**src/rtl/alu_pkg.sv**
```systemverilog
// Shared types and RV32I decode for the multi-cycle execute sequencer.
// The decode helper maps opcode/funct fields to an operand class and ALU op.
package alu_pkg;

  localparam int unsigned XLEN   = 32;
  localparam int unsigned REG_AW = 5;

  typedef enum logic [3:0] {
    ALU_ADD = 4'b0000,
    ALU_SUB = 4'b0001,
    ALU_AND = 4'b0010,
    ALU_OR  = 4'b0011,
    ALU_SLL = 4'b0100,
    ALU_SLT = 4'b0101,
    ALU_SRL = 4'b0110,
    ALU_SRA = 4'b0111,
    ALU_BGE = 4'b1000,
    ALU_XOR = 4'b1001
  } alu_ctrl_t;

  localparam logic [6:0] OP     = 7'b0110011;
  localparam logic [6:0] OP_IMM = 7'b0010011;
  localparam logic [6:0] BRANCH = 7'b1100011;

  localparam logic [2:0] F3_ADD = 3'b000;
  localparam logic [2:0] F3_SLL = 3'b001;
  localparam logic [2:0] F3_SLT = 3'b010;
  localparam logic [2:0] F3_XOR = 3'b100;
  localparam logic [2:0] F3_SR  = 3'b101;
  localparam logic [2:0] F3_OR  = 3'b110;
  localparam logic [2:0] F3_AND = 3'b111;

  localparam logic [2:0] F3_BEQ = 3'b000;
  localparam logic [2:0] F3_BNE = 3'b001;
  localparam logic [2:0] F3_BLT = 3'b100;
  localparam logic [2:0] F3_BGE = 3'b101;

  localparam logic [6:0] F7_BASE = 7'b0000000;
  localparam logic [6:0] F7_ALT  = 7'b0100000;

  typedef enum logic [1:0] {
    IDLE   = 2'd0,
    READ   = 2'd1,
    EXEC   = 2'd2,
    COMMIT = 2'd3
  } seq_state_t;

  typedef enum logic [1:0] {
    CLS_ILLEGAL = 2'd0,
    CLS_REG     = 2'd1,
    CLS_IMM     = 2'd2,
    CLS_BRANCH  = 2'd3
  } op_class_t;

  typedef struct packed {
    op_class_t  cls;
    alu_ctrl_t  ctrl;
    logic       wb_flag;    // SLT/SLTI write back the flag, not the result
    logic       use_shamt;
    logic [2:0] funct3;
  } decode_t;

  function automatic decode_t decode_instr(input logic [6:0] opc,
                                           input logic [2:0] f3,
                                           input logic [6:0] f7);
    decode_t d;
    logic    legal;
    logic    base;
    logic    alt;
    base  = (f7 == F7_BASE);
    alt   = (f7 == F7_ALT);
    legal = 1'b0;
    d     = '{cls: CLS_ILLEGAL, ctrl: ALU_ADD, wb_flag: 1'b0, use_shamt: 1'b0, funct3: f3};
    case (opc)
      OP: begin
        d.cls = CLS_REG;
        case (f3)
          F3_ADD: begin legal = base || alt; d.ctrl = alt ? ALU_SUB : ALU_ADD; end
          F3_SLL: begin legal = base; d.ctrl = ALU_SLL; end
          F3_SLT: begin legal = base; d.ctrl = ALU_SLT; d.wb_flag = 1'b1; end
          F3_XOR: begin legal = base; d.ctrl = ALU_XOR; end
          F3_SR:  begin legal = base || alt; d.ctrl = alt ? ALU_SRA : ALU_SRL; end
          F3_OR:  begin legal = base; d.ctrl = ALU_OR; end
          F3_AND: begin legal = base; d.ctrl = ALU_AND; end
          default: legal = 1'b0;
        endcase
      end
      OP_IMM: begin
        d.cls = CLS_IMM;
        case (f3)
          F3_ADD: begin legal = 1'b1; d.ctrl = ALU_ADD; end
          F3_SLT: begin legal = 1'b1; d.ctrl = ALU_SLT; d.wb_flag = 1'b1; end
          F3_XOR: begin legal = 1'b1; d.ctrl = ALU_XOR; end
          F3_OR:  begin legal = 1'b1; d.ctrl = ALU_OR; end
          F3_AND: begin legal = 1'b1; d.ctrl = ALU_AND; end
          F3_SLL: begin legal = base; d.ctrl = ALU_SLL; d.use_shamt = 1'b1; end
          F3_SR:  begin
            legal       = base || alt;
            d.ctrl      = alt ? ALU_SRA : ALU_SRL;
            d.use_shamt = 1'b1;
          end
          default: legal = 1'b0;
        endcase
      end
      BRANCH: begin
        d.cls = CLS_BRANCH;
        case (f3)
          F3_BEQ, F3_BNE: begin legal = 1'b1; d.ctrl = ALU_SUB; end
          F3_BLT:         begin legal = 1'b1; d.ctrl = ALU_SLT; end
          F3_BGE:         begin legal = 1'b1; d.ctrl = ALU_BGE; end
          default:        legal = 1'b0;
        endcase
      end
      default: legal = 1'b0;
    endcase
    if (!legal) begin
      d.cls       = CLS_ILLEGAL;
      d.ctrl      = ALU_ADD;
      d.wb_flag   = 1'b0;
      d.use_shamt = 1'b0;
    end
    return d;
  endfunction

endpackage

```
**src/rtl/alu_sequencer_imm_gen.sv**
```systemverilog
// Combinational immediate extraction: I-type, shift amount and B-type offset.
module imm_gen
  import alu_pkg::*;
(
  input  logic [XLEN-1:0] instr,
  output logic [XLEN-1:0] i_imm_c,
  output logic [XLEN-1:0] sh_imm_c,
  output logic [XLEN-1:0] b_imm_c
);

  logic unused_c;

  assign i_imm_c  = {{20{instr[31]}}, instr[31:20]};
  assign sh_imm_c = {27'd0, instr[24:20]};
  assign b_imm_c  = {{19{instr[31]}}, instr[31], instr[7], instr[30:25], instr[11:8], 1'b0};

  assign unused_c = ^{instr[19:12], instr[6:0]};

endmodule

```
**src/rtl/alu_sequencer.sv**
```systemverilog
// Four-state execute sequencer: accept, read operands, drive the ALU, commit.
// Every output is a flop; COMMIT strobes last exactly one cycle.
module alu_sequencer
  import alu_pkg::*;
#(
  parameter int unsigned Data_Width = 32,
  parameter int unsigned Addr_Width = 5
) (
  input  logic                  clk,
  input  logic                  rst,
  input  logic                  instr_valid,
  output logic                  instr_ready,
  input  logic [31:0]           instr,
  output logic [Addr_Width-1:0] rs1_addr,
  output logic [Addr_Width-1:0] rs2_addr,
  input  logic [Data_Width-1:0] rs1_data,
  input  logic [Data_Width-1:0] rs2_data,
  output logic [Data_Width-1:0] op1,
  output logic [Data_Width-1:0] op2,
  output logic [3:0]            ALU_ctrl,
  input  logic [Data_Width-1:0] ALUout,
  input  logic                  eq,
  output logic                  rd_we,
  output logic [Addr_Width-1:0] rd_addr,
  output logic [Data_Width-1:0] rd_wdata,
  output logic                  br_valid,
  output logic                  br_taken,
  output logic [Data_Width-1:0] br_offset,
  output logic                  illegal
);

  seq_state_t            state_q, state_d;
  logic                  ready_q, ready_d;
  logic [31:0]           instr_q, instr_d;
  logic [Addr_Width-1:0] rs1_addr_q, rs1_addr_d;
  logic [Addr_Width-1:0] rs2_addr_q, rs2_addr_d;
  op_class_t             cls_q, cls_d;
  logic                  wb_flag_q, wb_flag_d;
  logic [2:0]            funct3_q, funct3_d;
  logic [Data_Width-1:0] br_imm_q, br_imm_d;
  logic [Data_Width-1:0] op1_q, op1_d;
  logic [Data_Width-1:0] op2_q, op2_d;
  alu_ctrl_t             ctrl_q, ctrl_d;
  logic                  rd_we_q, rd_we_d;
  logic [Addr_Width-1:0] rd_addr_q, rd_addr_d;
  logic [Data_Width-1:0] rd_wdata_q, rd_wdata_d;
  logic                  br_valid_q, br_valid_d;
  logic                  br_taken_q, br_taken_d;
  logic [Data_Width-1:0] br_offset_q, br_offset_d;
  logic                  illegal_q, illegal_d;

  decode_t         dec_c;
  logic            accept_c;
  logic [4:0]      rd_c;
  logic [XLEN-1:0] i_imm_c;
  logic [XLEN-1:0] sh_imm_c;
  logic [XLEN-1:0] b_imm_c;

  imm_gen u_imm_gen (
    .instr    (instr_q),
    .i_imm_c  (i_imm_c),
    .sh_imm_c (sh_imm_c),
    .b_imm_c  (b_imm_c)
  );

  assign dec_c    = decode_instr(instr_q[6:0], instr_q[14:12], instr_q[31:25]);
  assign accept_c = instr_valid && ready_q;
  assign rd_c     = instr_q[11:7];

  // Next-state and next-output logic; strobes default low so they last one cycle.
  always_comb begin
    state_d     = state_q;
    instr_d     = instr_q;
    rs1_addr_d  = rs1_addr_q;
    rs2_addr_d  = rs2_addr_q;
    cls_d       = cls_q;
    wb_flag_d   = wb_flag_q;
    funct3_d    = funct3_q;
    br_imm_d    = br_imm_q;
    op1_d       = op1_q;
    op2_d       = op2_q;
    ctrl_d      = ctrl_q;
    rd_we_d     = 1'b0;
    rd_addr_d   = rd_addr_q;
    rd_wdata_d  = rd_wdata_q;
    br_valid_d  = 1'b0;
    br_taken_d  = br_taken_q;
    br_offset_d = br_offset_q;
    illegal_d   = 1'b0;

    case (state_q)
      IDLE: begin
        if (accept_c) begin
          state_d    = READ;
          instr_d    = instr;
          rs1_addr_d = Addr_Width'(instr[19:15]);
          rs2_addr_d = Addr_Width'(instr[24:20]);
        end
      end
      READ: begin
        state_d   = EXEC;
        cls_d     = dec_c.cls;
        wb_flag_d = dec_c.wb_flag;
        funct3_d  = dec_c.funct3;
        br_imm_d  = Data_Width'(b_imm_c);
        ctrl_d    = dec_c.ctrl;
        case (dec_c.cls)
          CLS_REG, CLS_BRANCH: begin
            op1_d = rs1_data;
            op2_d = rs2_data;
          end
          CLS_IMM: begin
            op1_d = rs1_data;
            op2_d = dec_c.use_shamt ? Data_Width'(sh_imm_c) : Data_Width'(i_imm_c);
          end
          default: begin
            op1_d = '0;
            op2_d = '0;
          end
        endcase
      end
      EXEC: begin
        state_d = COMMIT;
        case (cls_q)
          CLS_REG, CLS_IMM: begin
            if (rd_c != 5'd0) begin
              rd_we_d    = 1'b1;
              rd_addr_d  = Addr_Width'(rd_c);
              rd_wdata_d = wb_flag_q ? Data_Width'(eq) : ALUout;
            end
          end
          CLS_BRANCH: begin
            br_valid_d  = 1'b1;
            br_taken_d  = (funct3_q == F3_BNE) ? !eq : eq;
            br_offset_d = br_imm_q;
          end
          default: illegal_d = 1'b1;
        endcase
      end
      COMMIT:  state_d = IDLE;
      default: state_d = IDLE;
    endcase

    ready_d = (state_d == IDLE);
  end

  // State and output registers; reset also kills any in-flight COMMIT strobe.
  always_ff @(posedge clk or posedge rst) begin
    if (rst) begin
      state_q     <= IDLE;
      ready_q     <= 1'b1;
      instr_q     <= '0;
      rs1_addr_q  <= '0;
      rs2_addr_q  <= '0;
      cls_q       <= CLS_ILLEGAL;
      wb_flag_q   <= 1'b0;
      funct3_q    <= '0;
      br_imm_q    <= '0;
      op1_q       <= '0;
      op2_q       <= '0;
      ctrl_q      <= ALU_ADD;
      rd_we_q     <= 1'b0;
      rd_addr_q   <= '0;
      rd_wdata_q  <= '0;
      br_valid_q  <= 1'b0;
      br_taken_q  <= 1'b0;
      br_offset_q <= '0;
      illegal_q   <= 1'b0;
    end else begin
      state_q     <= state_d;
      ready_q     <= ready_d;
      instr_q     <= instr_d;
      rs1_addr_q  <= rs1_addr_d;
      rs2_addr_q  <= rs2_addr_d;
      cls_q       <= cls_d;
      wb_flag_q   <= wb_flag_d;
      funct3_q    <= funct3_d;
      br_imm_q    <= br_imm_d;
      op1_q       <= op1_d;
      op2_q       <= op2_d;
      ctrl_q      <= ctrl_d;
      rd_we_q     <= rd_we_d;
      rd_addr_q   <= rd_addr_d;
      rd_wdata_q  <= rd_wdata_d;
      br_valid_q  <= br_valid_d;
      br_taken_q  <= br_taken_d;
      br_offset_q <= br_offset_d;
      illegal_q   <= illegal_d;
    end
  end

  assign instr_ready = ready_q;
  assign rs1_addr    = rs1_addr_q;
  assign rs2_addr    = rs2_addr_q;
  assign op1         = op1_q;
  assign op2         = op2_q;
  assign ALU_ctrl    = ctrl_q;
  assign rd_we       = rd_we_q;
  assign rd_addr     = rd_addr_q;
  assign rd_wdata    = rd_wdata_q;
  assign br_valid    = br_valid_q;
  assign br_taken    = br_taken_q;
  assign br_offset   = br_offset_q;
  assign illegal     = illegal_q;

endmodule

```
**config.mk**
```make
export PLATFORM = sky130hd
export DESIGN_NAME = alu_sequencer
export DESIGN_NICKNAME = d
export VERILOG_FILES = /design/src/rtl/alu_pkg.sv /design/src/rtl/alu_sequencer_imm_gen.sv /design/src/rtl/alu_sequencer.sv
export SDC_FILE = /design/constraint.sdc
export NUM_CORES = 1
export LEC_CHECK = 0
export BUFFER_PORTS_ARGS = -buffer_cell sky130_fd_sc_hd__buf_4
export CAP_MARGIN = 15
export CORE_MARGIN = 1.5
export CORE_UTILIZATION = 44
export DETAILED_ROUTE_END_ITERATION = 12
export PLACE_DENSITY = 0.76
export SETUP_SLACK_MARGIN = 0.05
export SYNTH_ARGS = -nofsm -noshare
export SYNTH_HDL_FRONTEND = slang
export SYNTH_SLANG_ARGS = --single-unit
```
**constraint.sdc**
```tcl
create_clock -name clk -period 5 [get_ports clk]
set_clock_uncertainty 0.1 [all_clocks]
set_input_delay 0.25 -clock clk [delete_from_list [all_inputs] [get_ports clk]]
set_output_delay 0.25 -clock clk [all_outputs]
set_load 0.01 [all_outputs]
```
## Word level (Yosys, flattened, before mapping)

Index checks and enable logic that the tools add are counted.

- Bits in registers: 184
- Bits of input ports: 132
- Output and inout bits: 152
- Logic and storage cells: 90

- Eq/ne operators: 20
- Muxes and demuxes: 29
- Reductions and logical operators: 22

Operators by type and width:

| kind | number |
|---|---|
| two-way mux 32 bit | 3 |
| case mux 32 bit (2 select lines) | 1 |
| case mux 4 bit (7 select lines) | 1 |
| case mux 4 bit (6 select lines) | 1 |
| case mux 6 bit (3 select lines) | 1 |
| two-way mux 1 bit | 15 |
| == test 7 x 6 -> 1 bit (second input constant) | 2 |
| == test 2 bit (second input constant) | 6 |
| == test 3 bit (second input constant) | 4 |
| case mux 4 bit (3 select lines) | 1 |
| OR reduction 2 bit | 6 |
| OR reduction 5 bit | 2 |
| two-way mux 8 bit | 1 |
| case mux 2 bit (4 select lines) | 1 |
| == test 7 x 5 -> 1 bit (second input constant) | 1 |
| == test 7 bit (second input constant) | 1 |
| logical NOT 7 bit | 1 |
| == test 2 x 1 -> 1 bit (second input constant) | 3 |
| == test 3 x 1 -> 1 bit (second input constant) | 2 |
| case mux 1 bit (3 select lines) | 2 |
| OR reduction 3 bit | 2 |
| nonzero test 5 bit | 1 |
| logical NOT 2 bit | 2 |
| AND reduction 2 bit | 2 |
| 9 further kinds | 9 |

## Logic depth before layout (Yosys ltp)

- Word-level depth: 8
- Depth in mapped cells: 9
- Depth with buffers taken out: 6

## Cells and area by module

From an unflattened synthesis, not the netlist that was laid out.

- Cell total of the unflattened synthesis: 842
- Area, all modules: 9685.5 um^2

Modules (own cells, without submodules):

| module | times used | cells each | area an instance (um^2) | sequential area each (um^2) |
|---|---|---|---|---|
| alu_sequencer | 1 | 745 | 8961.1 | 5356.4 |
| imm_gen | 1 | 97 | 724.4 | 0.0 |

## Worst setup path before layout

OpenSTA, ideal clock, no wires.

- Kind: reg-to-reg
- From: register instr_q[9]
- To: register rd_addr_q[0] (netlist: rd_addr[0])
- Library setup time: 0.125 ns
- Data arrival time: 1.780 ns
- Data required time: 4.775 ns
- Slack: 2.995 ns
- Stages on the path, launching flop included: 5
- Buffers on the path: 1
- Period minus slack after synthesis: 2.005 ns
- Cell sequence: dfrtp_1 > or4_1 > o211ai_1 > buf_2 > mux2_2

- Word-level cells in the longest chain between the ends: 2

Ends and longest elaborated chain:

| what | line | RTL |
|---|---|---|
| start, declared | alu_sequencer.sv:34 | `logic [31:0] instr_q, instr_d;` |
| start signal, assigned | alu_sequencer.sv:172 | `instr_q <= instr_d;` |
| nonzero test 5 bit | alu_sequencer.sv:126 | `if (rd_c != 5'd0) begin` |
| AND reduction 3 bit (no source line) | -- |  |
| end signal, assigned | alu_sequencer.sv:183 | `rd_addr_q <= rd_addr_d;` |
| end, declared | alu_sequencer.sv:45 | `logic [Addr_Width-1:0] rd_addr_q, rd_addr_d;` |

No other way between the ends.
A chain may end at the register's enable or synchronous reset.

## Worst setup path in the final report

- From: register instr_q[12]
- To: register op2_q[3] (netlist: op2[3])

- Word-level cells in the longest chain between the ends: 8
- Elaborated cells on any way between the ends: 21
- Classes of those cells: eq/ne (9); mux (6); reduce/logical (6)

Ends and longest elaborated chain:

| what | line | RTL |
|---|---|---|
| == test 3 bit (tied with other cells) | alu_pkg.sv:77, alu_pkg.sv:90, alu_pkg.sv:107 |  |
| OR reduction 5 bit (no source line) (tied with other cells) | -- |  |
| case mux 1 bit (3 select lines) (tied with other cells) | alu_pkg.sv:90 | `case (f3)` |
| case mux 1 bit (3 select lines) (*) | alu_pkg.sv:74 | `case (opc)` |
| two-way mux 8 bit (*) | alu_pkg.sv:116 | `if (!legal) begin` |
| == test 2 x 1 -> 1 bit / == test 2 bit (equally long branches) | alu_sequencer.sv:107 | `case (dec_c.cls)` |
| OR reduction 2 bit | -- |  |
| case mux 32 bit (2 select lines) (*) | alu_sequencer.sv:107 |  |
| end signal, assigned | alu_sequencer.sv:180 | `op2_q <= op2_d;` |
| end, declared | alu_sequencer.sv:42 | `logic [Data_Width-1:0] op2_q, op2_d;` |

Every way passes the cells marked *; elsewhere a longest branch is shown, timed or not.

==> results.txt <==
The cell count of the worst hold path is 3, and the net count of the finished layout is 1070. The global placement routability congestion is 0.801, and the async set-reset flop share out of synthesis is 100%. Across all register-to-register paths, the minimum setup slack is 2.34 ns. The post-CTS resize count came out at 0.

The H-tree was split into 4 levels. The top cell type by total area after synthesis is sky130_fd_sc_hd__dfrtp_1. TritonCTS built the clock tree. The tree is rooted in a sky130_fd_sc_hd__clkbuf_16. The synthesized design contains 0 enable-type register cells.

Summed over all cells, the static leakage comes to 5.45 nW. The number of distinct library cells after synthesis was 45. The run gives 46 as the number of core rows. The final layout contains routed wiring with a total length of 20000 microns.

The overall die width is 131 microns, and the maximum net fanout on the critical path is 35. Summing over every cut layer, the via total after detailed routing is 5870. The largest single stage delay on the critical path is 0.57 ns. Setup repair after global routing left no endpoint under its margin. The number of antenna violations at the first check in global routing is 1, and the pin count of the biggest net entering global routing is 175. The run gives 0 as the number of post-CTS setup repair buffers.

By startpoint and endpoint, the worst setup path is classified as reg2reg. The floorplan step defined a die boundary enclosing 0.0173 sq mm. For the pin with the worst max-slew slack, the measured transition is 0.926 ns. When the netlist entered floorplanning its net count stood at 720. The clock edge transition at the registers on the reported setup and hold paths is 0.07 ns, and the synthesized instance count is 583. The final number of hold-violating endpoints was 0; the number of max-capacitance violations reported was 0. 284 I/O pins were placed. The endpoint of the worst hold path was op2[31]. Dividing the detail-routed via count by the number of cells gives 5.04. After global routing the overflow that remains totals 0. The timing-limited maximum frequency was 376 MHz. The startpoint kind of the worst setup timing path is a register. The tools report the switching power summed over all nets as 0.00149 W. Class of the most critical hold timing path: in2reg. Data on the critical path arrives at its endpoint at 2.86 ns. The final critical-path required period was 2.66 ns. After legalization and detailed placement, the total HPWL measured 12500 microns. The logs give 23.6% for the overall global routing resource usage and 0 ns for the final-layout setup total negative slack. IR analysis of the VDD net gives a maximum drop of 0.249 mV. The part of the total power dissipated in combinational logic was 28.7%; the maximum count of clock buffers along a single path was 2. By instance count, the cell type seen most on the critical path is sky130_fd_sc_hd__buf_4. Residual antenna-violating net count after detailed routing: 0. In the final layout, the share of cells above drive strength 1 is 41.6%. The floorplan step defined a core boundary enclosing 0.0160 sq mm.

Setup violations remaining at the end of the flow were counted as 0. The logs give 6048 for the number of global-route vias before repair and 111 for the count of hold buffers inserted by post-cts repair. The worst register-to-register path ends at op2[3]. The synthesized area came out at 0.00725 sq mm. Post-detailed-route wirelength per cell: 17.2 microns.

The first-pass iteration count of the detailed router is 4, and the first-pass GRT wire length is 32300 microns. The logs give 45.3% for the starting density of the core and 28.5% for the share of total power in the clock network. Compared with the post-synthesis result, the final layout area differs by 52.8%. The number of design rule violations left after detail routing is 0, and the buffering stage count on the worst path with inverters included is 3. The die height is 131 microns.

After synthesis the netlist holds a flip-flop and latch count of 174. During synthesis, Yosys emitted a total of 0 warnings. The worst reg2reg path startpoint is instr_q[12]. Cell internal power was estimated by the tool at 0.00332 W. The number of DRC markers in iteration 0 is 361, and the pre-CTS setup slack is 1.98 ns. CTS saw 174 sinks.

In the synthesized netlist the dominant register cell turns out to be sky130_fd_sc_hd__dfrtp_1. For the worst flop-to-flop path, the logic depth is 7. At the worst endpoint, the required time is 5.19 ns.

The fraction of power spent switching nets is 31.0%. By area the synthesized netlist is led by sky130_fd_sc_hd__dfrtp_1, sky130_fd_sc_hd__mux2_2, sky130_fd_sc_hd__a22o_1, sky130_fd_sc_hd__o2bb2ai_1, sky130_fd_sc_hd__buf_4. After synthesis, flip-flops and latches occupy 60.1% of the total area. The signal on the critical path passes through inv_1 -> o31a_1 -> a41o_1 -> buf_4 -> o21ai_2 -> buf_4 -> o2bb2ai_1.

The area share of the largest cell type after synthesis came out at 59.7%. Buffers inserted during clock tree synthesis total 17. The startpoint of the lowest-slack hold path is rs2_data[31].

The max-slew violation count came out at 0. The endpoint type of the worst setup path is a register. Port buffering added 282 buffers.

For the headroom to the max-slew limit, the log shows 38.3%. The later pin in the worst-skew pair is clocked with a latency of 0.42 ns. Of the available clock period, the critical path in the final layout requires 53.2%. The flow ran to the end, and the final reports show no timing, DRC or antenna violations. The mean post-synth cell area is 12.4 sq um. The number of logic stages on the critical path including buffering works out to 7.

The critical-path cell with the highest stage delay is sky130_fd_sc_hd__dfrtp_1. The final worst setup slack was 2.34 ns; the power density of the placed cells was 435 mW/mm^2. The dominant delay contributor by cell family on the critical path is compound AO/OA/AOI/OAI gates. Registers are responsible for 42.8% of the overall power.
==> per-layer routing <==
layer,global-route usage [%],vias to the layer above,part of all wire [%]
li1,-,2747,-
met1,28.8,2863,40
met2,40.2,229,51
met3,6.56,31,6.5
met4,8.09,0,2.1
met5,0,-,0
==> cell usage after synthesis, drive strengths merged (2+ instances only) <==
master and count:
nand3 2, a32o 2, nand2b 32, a21oi 23
nand2 46, clkbuf 25, mux2 61, mux2i 3
a22o 33, o31ai 2, inv 13, ha 5
dfrtp 173, a22oi 11, o21ai 43, nor2 6
o2bb2ai 33, buf 45, and3b 2, a211oi 2
and2 2
==> worst max-delay path by stage <==
stage | slack (ns) | to | startpoint
6_report | 2.34 | op2[3] | instr_q[12]
2_1_floorplan | 2.43 | ALU_ctrl[0] | rst
4_1_cts | 1.95 | wb_flag_q | instr_q[25]
5_1_grt | 2.15 | op2[3] | instr_q[12]
3_5_place_dp | 1.98 | wb_flag_q | instr_q[25]
3_3_place_gp | 2.01 | wb_flag_q | instr_q[25]
==> flip-flops by register name, summed over array words and instances, names as in the netlist <==
signal,flops
rd_wdata,32
rd_we,1
rd_addr,5
wb_flag_q,1
state_q,2
op2,32
illegal,1
instr_ready,1
br_offset,12
funct3_q,3
op1,32
br_valid,1
cls_q,2
instr_q,32
ALU_ctrl,4
br_imm_q,12
br_taken,1
==> cell families after synthesis <==
family / Yosys count / share of synthesized area [%]
DFF: 174 / 60.1
AOI/OAI and AO/OA: 157 / 15.6
and+or+nand+nor: 98 / 7.02
buffers and inverters: 83 / 6.38
muxes: 64 / 9.89
adders and majority gates: 5 / 0.863
other: 1 / 0.0517
xor gates and xnor gates: 1 / 0.121
==> tightest hold or removal path: stages <==
cell and delay, ns:
sky130_fd_sc_hd__buf_4 0.08, sky130_fd_sc_hd__a21oi_1 0.05, sky130_fd_sc_hd__o2bb2ai_1 0.13
==> layout by cell type (no fill, tap or decap), types with 2 or more instances in the layout <==
| cell type | instances |
|---|---|
| sky130_fd_sc_hd__a22o_1 | 33 |
| sky130_fd_sc_hd__o2bb2ai_1 | 33 |
| sky130_fd_sc_hd__clkinv_4 | 3 |
| sky130_fd_sc_hd__bufinv_16 | 3 |
| sky130_fd_sc_hd__nand2b_1 | 32 |
| sky130_fd_sc_hd__a21oi_1 | 23 |
| sky130_fd_sc_hd__buf_12 | 2 |
| sky130_fd_sc_hd__and2_1 | 2 |
| sky130_fd_sc_hd__buf_4 | 286 |
| sky130_fd_sc_hd__inv_6 | 3 |
| sky130_fd_sc_hd__a32o_1 | 2 |
| sky130_fd_sc_hd__nor2_1 | 6 |
| sky130_fd_sc_hd__o21ai_0 | 42 |
| sky130_fd_sc_hd__dfrtp_1 | 173 |
| sky130_fd_sc_hd__mux2i_1 | 3 |
| sky130_fd_sc_hd__and3b_1 | 2 |
| sky130_fd_sc_hd__diode_2 | 2 |
| sky130_fd_sc_hd__ha_1 | 5 |
| sky130_fd_sc_hd__dlygate4sd3_1 | 111 |
| sky130_fd_sc_hd__clkinvlp_4 | 4 |
| sky130_fd_sc_hd__nand2_1 | 46 |
| sky130_fd_sc_hd__inv_1 | 11 |
| sky130_fd_sc_hd__o31ai_1 | 2 |
| sky130_fd_sc_hd__clkbuf_16 | 17 |
| sky130_fd_sc_hd__mux2_2 | 61 |
| sky130_fd_sc_hd__a22oi_1 | 11 |
==> power by group through the flow <==
stage	logic, W	clock network, W	registers, W
after floorplan	0.000736	0	0.00208
after global placement	0.00127	0	0.00207
after detailed placement	0.00129	0	0.00208
after CTS	0.00137	0.00140	0.00206
after global routing	0.00151	0.00146	0.00212
final	0.00138	0.00137	0.00206
==> cell type report <==
class                   instances  area (sq um)
well taps                     216           270
inverters                      13          52.6
fillers                      1135          4920
multi-input cells             326          2450
clock inverters                14           181
diodes                          2          5.00
repair buffers                401          3340
flip-flops and latches        174          4360
clock buffers                  18           429
==> per-stage QoR <==
step	hold WS (ns)	std cells	cell area, sq um	util [%]	total power, W
floorplan	0.283	583	7250	-	0.00281
global placement	0.362	1016	9300	58.1	0.00334
detailed placement	0.370	1016	9300	58.1	0.00338
CTS	0.000348	1159	11000	68.9	0.00483
global route	0.0288	1163	11100	69.2	0.00508
finish	0.0186	1164	11100	69.3	0.00482
(Power assumes the default switching activity.)
